==> src/rtl/eth_ptp_rx_demux.sv <==
// Receive-side PTP/Ethernet demultiplexer: classifies each decoded frame
// by EtherType and destination MAC, then forwards, diverts or drops it.
module eth_ptp_rx_demux #(
  parameter logic [15:0] PTP_ETHERTYPE     = 16'h88F7,
  parameter int          ENABLE_MAC_FILTER = 1,
  parameter int          COUNT_WIDTH       = 16
) (
  input  logic                   clk,
  input  logic                   rst,
  input  logic [47:0]            local_mac,

  input  logic                   s_eth_hdr_valid,
  output logic                   s_eth_hdr_ready,
  input  logic [47:0]            s_eth_dest_mac,
  input  logic [47:0]            s_eth_src_mac,
  input  logic [15:0]            s_eth_type,
  input  logic [7:0]             s_eth_payload_axis_tdata,
  input  logic                   s_eth_payload_axis_tvalid,
  output logic                   s_eth_payload_axis_tready,
  input  logic                   s_eth_payload_axis_tlast,
  input  logic                   s_eth_payload_axis_tuser,

  output logic                   m_ptp_hdr_valid,
  input  logic                   m_ptp_hdr_ready,
  output logic [47:0]            m_ptp_src_mac,
  output logic [7:0]             m_ptp_payload_axis_tdata,
  output logic                   m_ptp_payload_axis_tvalid,
  input  logic                   m_ptp_payload_axis_tready,
  output logic                   m_ptp_payload_axis_tlast,
  output logic                   m_ptp_payload_axis_tuser,

  output logic                   m_eth_hdr_valid,
  input  logic                   m_eth_hdr_ready,
  output logic [47:0]            m_eth_dest_mac,
  output logic [47:0]            m_eth_src_mac,
  output logic [15:0]            m_eth_type,
  output logic [7:0]             m_eth_payload_axis_tdata,
  output logic                   m_eth_payload_axis_tvalid,
  input  logic                   m_eth_payload_axis_tready,
  output logic                   m_eth_payload_axis_tlast,
  output logic                   m_eth_payload_axis_tuser,

  output logic [COUNT_WIDTH-1:0] ptp_frame_count,
  output logic [COUNT_WIDTH-1:0] eth_frame_count,
  output logic [COUNT_WIDTH-1:0] drop_frame_count
);

  typedef enum logic [2:0] {
    IDLE,
    PTP_HDR,
    PTP_PAYLOAD,
    ETH_HDR,
    ETH_PAYLOAD,
    DROP
  } state_e;

  state_e                 state_q;
  logic [47:0]            dest_q;
  logic [47:0]            src_q;
  logic [15:0]            type_q;
  logic [COUNT_WIDTH-1:0] ptp_cnt_q;
  logic [COUNT_WIDTH-1:0] eth_cnt_q;
  logic [COUNT_WIDTH-1:0] drop_cnt_q;

  logic accept;
  logic last_xfer;

  function automatic logic [COUNT_WIDTH-1:0] sat_inc(
    input logic [COUNT_WIDTH-1:0] v
  );
    return (&v) ? v : v + 1'b1;
  endfunction

  // Station, broadcast, PTP multicast and peer-delay multicast
  assign accept = (ENABLE_MAC_FILTER == 0)
               || (s_eth_dest_mac == local_mac)
               || (s_eth_dest_mac == 48'hFF_FF_FF_FF_FF_FF)
               || (s_eth_dest_mac == 48'h01_1B_19_00_00_00)
               || (s_eth_dest_mac == 48'h01_80_C2_00_00_0E);

  assign last_xfer = s_eth_payload_axis_tvalid
                  && s_eth_payload_axis_tready
                  && s_eth_payload_axis_tlast;

  assign s_eth_hdr_ready = (state_q == IDLE);

  always_comb begin
    s_eth_payload_axis_tready = 1'b0;
    unique case (state_q)
      PTP_PAYLOAD: s_eth_payload_axis_tready = m_ptp_payload_axis_tready;
      ETH_PAYLOAD: s_eth_payload_axis_tready = m_eth_payload_axis_tready;
      DROP:        s_eth_payload_axis_tready = 1'b1;
      default:     s_eth_payload_axis_tready = 1'b0;
    endcase
  end

  assign m_ptp_hdr_valid = (state_q == PTP_HDR);
  assign m_ptp_src_mac   = src_q;
  assign m_eth_hdr_valid = (state_q == ETH_HDR);
  assign m_eth_dest_mac  = dest_q;
  assign m_eth_src_mac   = src_q;
  assign m_eth_type      = type_q;

  assign m_ptp_payload_axis_tdata  = s_eth_payload_axis_tdata;
  assign m_ptp_payload_axis_tlast  = s_eth_payload_axis_tlast;
  assign m_ptp_payload_axis_tuser  = s_eth_payload_axis_tuser;
  assign m_ptp_payload_axis_tvalid = (state_q == PTP_PAYLOAD)
                                  && s_eth_payload_axis_tvalid;

  assign m_eth_payload_axis_tdata  = s_eth_payload_axis_tdata;
  assign m_eth_payload_axis_tlast  = s_eth_payload_axis_tlast;
  assign m_eth_payload_axis_tuser  = s_eth_payload_axis_tuser;
  assign m_eth_payload_axis_tvalid = (state_q == ETH_PAYLOAD)
                                  && s_eth_payload_axis_tvalid;

  assign ptp_frame_count  = ptp_cnt_q;
  assign eth_frame_count  = eth_cnt_q;
  assign drop_frame_count = drop_cnt_q;

  always_ff @(posedge clk) begin
    if (rst) begin
      state_q    <= IDLE;
      dest_q     <= '0;
      src_q      <= '0;
      type_q     <= '0;
      ptp_cnt_q  <= '0;
      eth_cnt_q  <= '0;
      drop_cnt_q <= '0;
    end else begin
      unique case (state_q)
        IDLE: begin
          if (s_eth_hdr_valid) begin
            dest_q <= s_eth_dest_mac;
            src_q  <= s_eth_src_mac;
            type_q <= s_eth_type;
            if (!accept)
              state_q <= DROP;
            else if (s_eth_type == PTP_ETHERTYPE)
              state_q <= PTP_HDR;
            else
              state_q <= ETH_HDR;
          end
        end
        PTP_HDR: begin
          if (m_ptp_hdr_ready) state_q <= PTP_PAYLOAD;
        end
        ETH_HDR: begin
          if (m_eth_hdr_ready) state_q <= ETH_PAYLOAD;
        end
        PTP_PAYLOAD: begin
          if (last_xfer) begin
            ptp_cnt_q <= sat_inc(ptp_cnt_q);
            state_q   <= IDLE;
          end
        end
        ETH_PAYLOAD: begin
          if (last_xfer) begin
            eth_cnt_q <= sat_inc(eth_cnt_q);
            state_q   <= IDLE;
          end
        end
        DROP: begin
          if (last_xfer) begin
            drop_cnt_q <= sat_inc(drop_cnt_q);
            state_q    <= IDLE;
          end
        end
        default: state_q <= IDLE;
      endcase
    end
  end

endmodule

==> config.mk <==
export PLATFORM = sky130hd
export DESIGN_NAME = eth_ptp_rx_demux
export DESIGN_NICKNAME = d
export VERILOG_FILES = /design/src/rtl/eth_ptp_rx_demux.sv
export SDC_FILE = /design/constraint.sdc
export NUM_CORES = 1
export LEC_CHECK = 0
export CORE_AREA = 10 10 150 152
export CTS_CLUSTER_DIAMETER = 100
export DETAILED_ROUTE_END_ITERATION = 7
export DIE_AREA = 0 0 160 162
export PLACE_DENSITY = 0.81
export REMOVE_ABC_BUFFERS = 1
export SYNTH_ARGS = -nofsm -noshare
export SYNTH_HDL_FRONTEND = slang
export SYNTH_SLANG_ARGS = --single-unit
==> constraint.sdc <==
create_clock -name clk -period 5.1 [get_ports clk]
set_input_delay 1.02 -clock clk [delete_from_list [all_inputs] [get_ports clk]]
set_output_delay 1.02 -clock clk [all_outputs]
set_load 0.005 [all_outputs]
==> run summary <==
outcome -> complete, no violations
via count -> 7944
Power Total -> 3.945 mW
final setup violation count -> 0
fmax -> 302.8 MHz
skew final -> 10.84 ps
number of global-route vias before repair -> 7954
actual slew at the worst max-slew pin -> 944.2 ps
CP max stage cell -> clkdlybuf4s50_1
multiplexer share of the synthesized area -> 0.004000
Root Buffer -> clkbuf_16
detailed-route vias per instance -> 5.128
Avg Inst Size Synth -> 8.004 um^2
switching power -> 1.243 mW
Cell Area, Placed -> 0.01133 mm^2
Finished Layout Cells -> 1549
# port buffers -> 384
data arrival time of the critical path -> 2280 ps
CTS tree -> built
Synth Cell Area -> 0.007820 mm^2
LEAKAGE -> 3.972 nW
crit path cell chain -> clkdlybuf4s50_1 -> nand4bb_4 -> nand2_1 -> clkdlybuf4s50_1
sequential share of power -> 0.390
Place WS -> 1769 ps
main combinational cell family by area after synthesis -> simple AND/OR/NAND/NOR gates
first-pass GRT wire length -> 46580 um
switching share of total power -> 0.3150
total wire length -> 31100 um
wire length per cell -> 20.08 um
DRT Pass-1 Iters -> 5
design area -> 0.01189 mm^2
CP bufs+invs -> 2
Post-synth ARST share -> 0
drt initial violations -> 397
IO Count -> 412
simple-gate portion of the synthesized area -> 0.2757
Min-Delay Path Class -> reg2reg
Yosys warnings -> 0
Startpoint Class -> input port
clock share of power -> 0.311
DRC viols -> 0
Worst setup EP type -> output port
Crit path max-delay family -> buffers and inverters
Area Growth Syn to Fin -> 52.10%
most frequent CP cell -> clkdlybuf4s50_1
H-tree depth -> 4
Seq/Total Area, Yosys -> 0.4173
Critical Path RT -> 4080 ps
Core Rows -> 51
flip-flop and latch count after synthesis -> 163
CP Class -> in2out
Final HPWL DP -> 24460 um
most common cell after layout, fill and taps aside -> clkdlybuf4s50_1
Final Max Slew Viols -> 0
crit-path max cell delay -> 540 ps
Final period util -> 0.6475
synth unique cells -> 54
slack of the critical path -> 1798 ps
Num CTS Buffers -> 17
RSZ-0062 raised after global routing -> no
CTS Hold Bufs -> 0
Die Y-Extent -> 162 um
Final nets -> 1450
setup TNS -> 0 ps
max-cap violations -> 0
initial antenna violation count -> 2
number of enable flip-flop cells after synthesis -> 0
Final GP Congestion -> 0.8838
cell area power density -> 331.6 mW/mm^2
Total GRT Usage -> 0.2280
Compound-Gate Fraction of Synth Area -> 0.1037
ys flop type -> dfxtp_1
Critical R2R Launch -> state_q[1]$_SDFFE_PP0P_
Post-CTS Setup Bufs -> 0
DRT antenna net count -> 0
r2r setup slk -> 2620 ps
CTS resizes -> 0
CTS Buffer Depth -> 2
Initial Util -> 0.4031
XOR/XNOR share of the synthesized area -> 0.09632
Int Pwr -> 2.702 mW
Hold Startpoint -> m_eth_dest_mac[23]$_SDFFE_PP0P_
clock-pin slew on the worst setup and hold paths -> 60 ps
largest net degree at the start of global routing -> 90
Hold Vio Cnt, Final -> 0
Core ar. -> 0.01940 mm^2
commonest cells after routing, fill and taps aside -> clkdlybuf4s50_1 (383), nand2_1 (245), dfxtp_1 (163)
VDD IR-drop max -> 0.0002141 V
Critical Path Source -> m_ptp_payload_axis_tready
Comb pwr share -> 0.299
Die ar. -> 0.02592 mm^2
clk sink count -> 163
CP max FO -> 3
Inst Count DP -> 1515
synthesized netlist cell count -> 977
Die W -> 160 um
layout cells sized above 1 -> 0.04680
Slew headroom -> 0.3706
Final min period -> 3302 ps
Skew-Pair Late Insertion Delay -> 420 ps
Post-Synth Adder-Cell Area -> 0.004800
GRT overflow -> 0
path summary, 6_finish.rpt:
path | end | depth (start not counted)
worst max-delay path | s_eth_payload_axis_tready | 4
worst min-delay path | m_eth_dest_mac[23]$_SDFFE_PP0P_ | 2
worst max register to register | m_eth_dest_mac[45]$_SDFFE_PP0P_ | 6
worst min register to register | m_eth_dest_mac[23]$_SDFFE_PP0P_ | 2
layout make-up:
cell class,instances,area [um^2]
Multi-Input combinational cell,688,3804
Sequential cell,163,3263
Fill cell,1710,7505
Timing Repair Buffer,389,3891
Clock inverter,15,136.4
Inverter,10,37.54
Clock buffer,17,425.4
Tap cell,265,331.6
Antenna cell,2,5.005
power groups by stage:
stage	clock (mW)	combinational (mW)	sequential [mW]
final	1.23	1.18	1.54
after detailed placement	0	1.19	1.57
after CTS	1.25	1.19	1.54
after floorplan	0	0.393	1.57
after global routing	1.31	1.27	1.56
after global placement	0	1.17	1.56
Yosys cell counts (all sizes together) (3+ instances only):
| library cell | number | area share |
|---|---|---|
| a211oi | 3 | 0.0029 |
| a21oi | 121 | 0.077 |
| a31oi | 3 | 0.0024 |
| and3 | 7 | 0.0056 |
| and4 | 3 | 0.0034 |
| buf | 90 | 0.081 |
| clkbuf | 26 | 0.012 |
| dfxtp | 163 | 0.42 |
| ha | 3 | 0.0048 |
| inv | 10 | 0.0048 |
| nand2 | 246 | 0.12 |
| nand3 | 18 | 0.012 |
| nand4 | 41 | 0.033 |
| nor2 | 53 | 0.025 |
| nor2b | 5 | 0.0040 |
| nor3 | 23 | 0.016 |
| nor3b | 4 | 0.0038 |
| nor4 | 26 | 0.028 |
| nor4b | 6 | 0.0075 |
| o21ai | 6 | 0.0038 |
| or3 | 4 | 0.0032 |
| or4 | 3 | 0.0034 |
| xnor2 | 85 | 0.095 |
worst register-to-register path: stages, from the launching register on:
cell	delay, ps
dfxtp_1	630
or3_1	290
inv_1	110
nand2_4	640
buf_4	470
nand2_1	120
a21oi_1	150
state kept, by name (all words and copies together) (netlist names):
| name | cells |
|---|---|
| m_eth_dest_mac | 48 |
| m_eth_src_mac | 48 |
| drop_frame_count | 16 |
| eth_frame_count | 16 |
| m_eth_type | 16 |
| ptp_frame_count | 16 |
| state_q | 3 |
stage by stage:
stage,util,hold slack [ps]
final,0.6131,453.9
after global routing,0.6130,469.5
after CTS,0.6129,454.8
after detailed placement,0.5839,445.8
after global placement,0.5839,440.8
after floorplan,-,446.7
cells by family after synthesis:
family / count (synthesis)
flops: 163
xor+xnor: 86
buf+inv: 126
mux: 3
compound gates: 147
simple gates: 449
fa+ha+maj: 3
routing by layer:
metal  track usage  part of all wire
met1        0.2448              0.39
met2        0.3874              0.48
met3        0.1140              0.11
met4       0.06720             0.023
met5             0                 0
(Power assumes the default switching activity.)
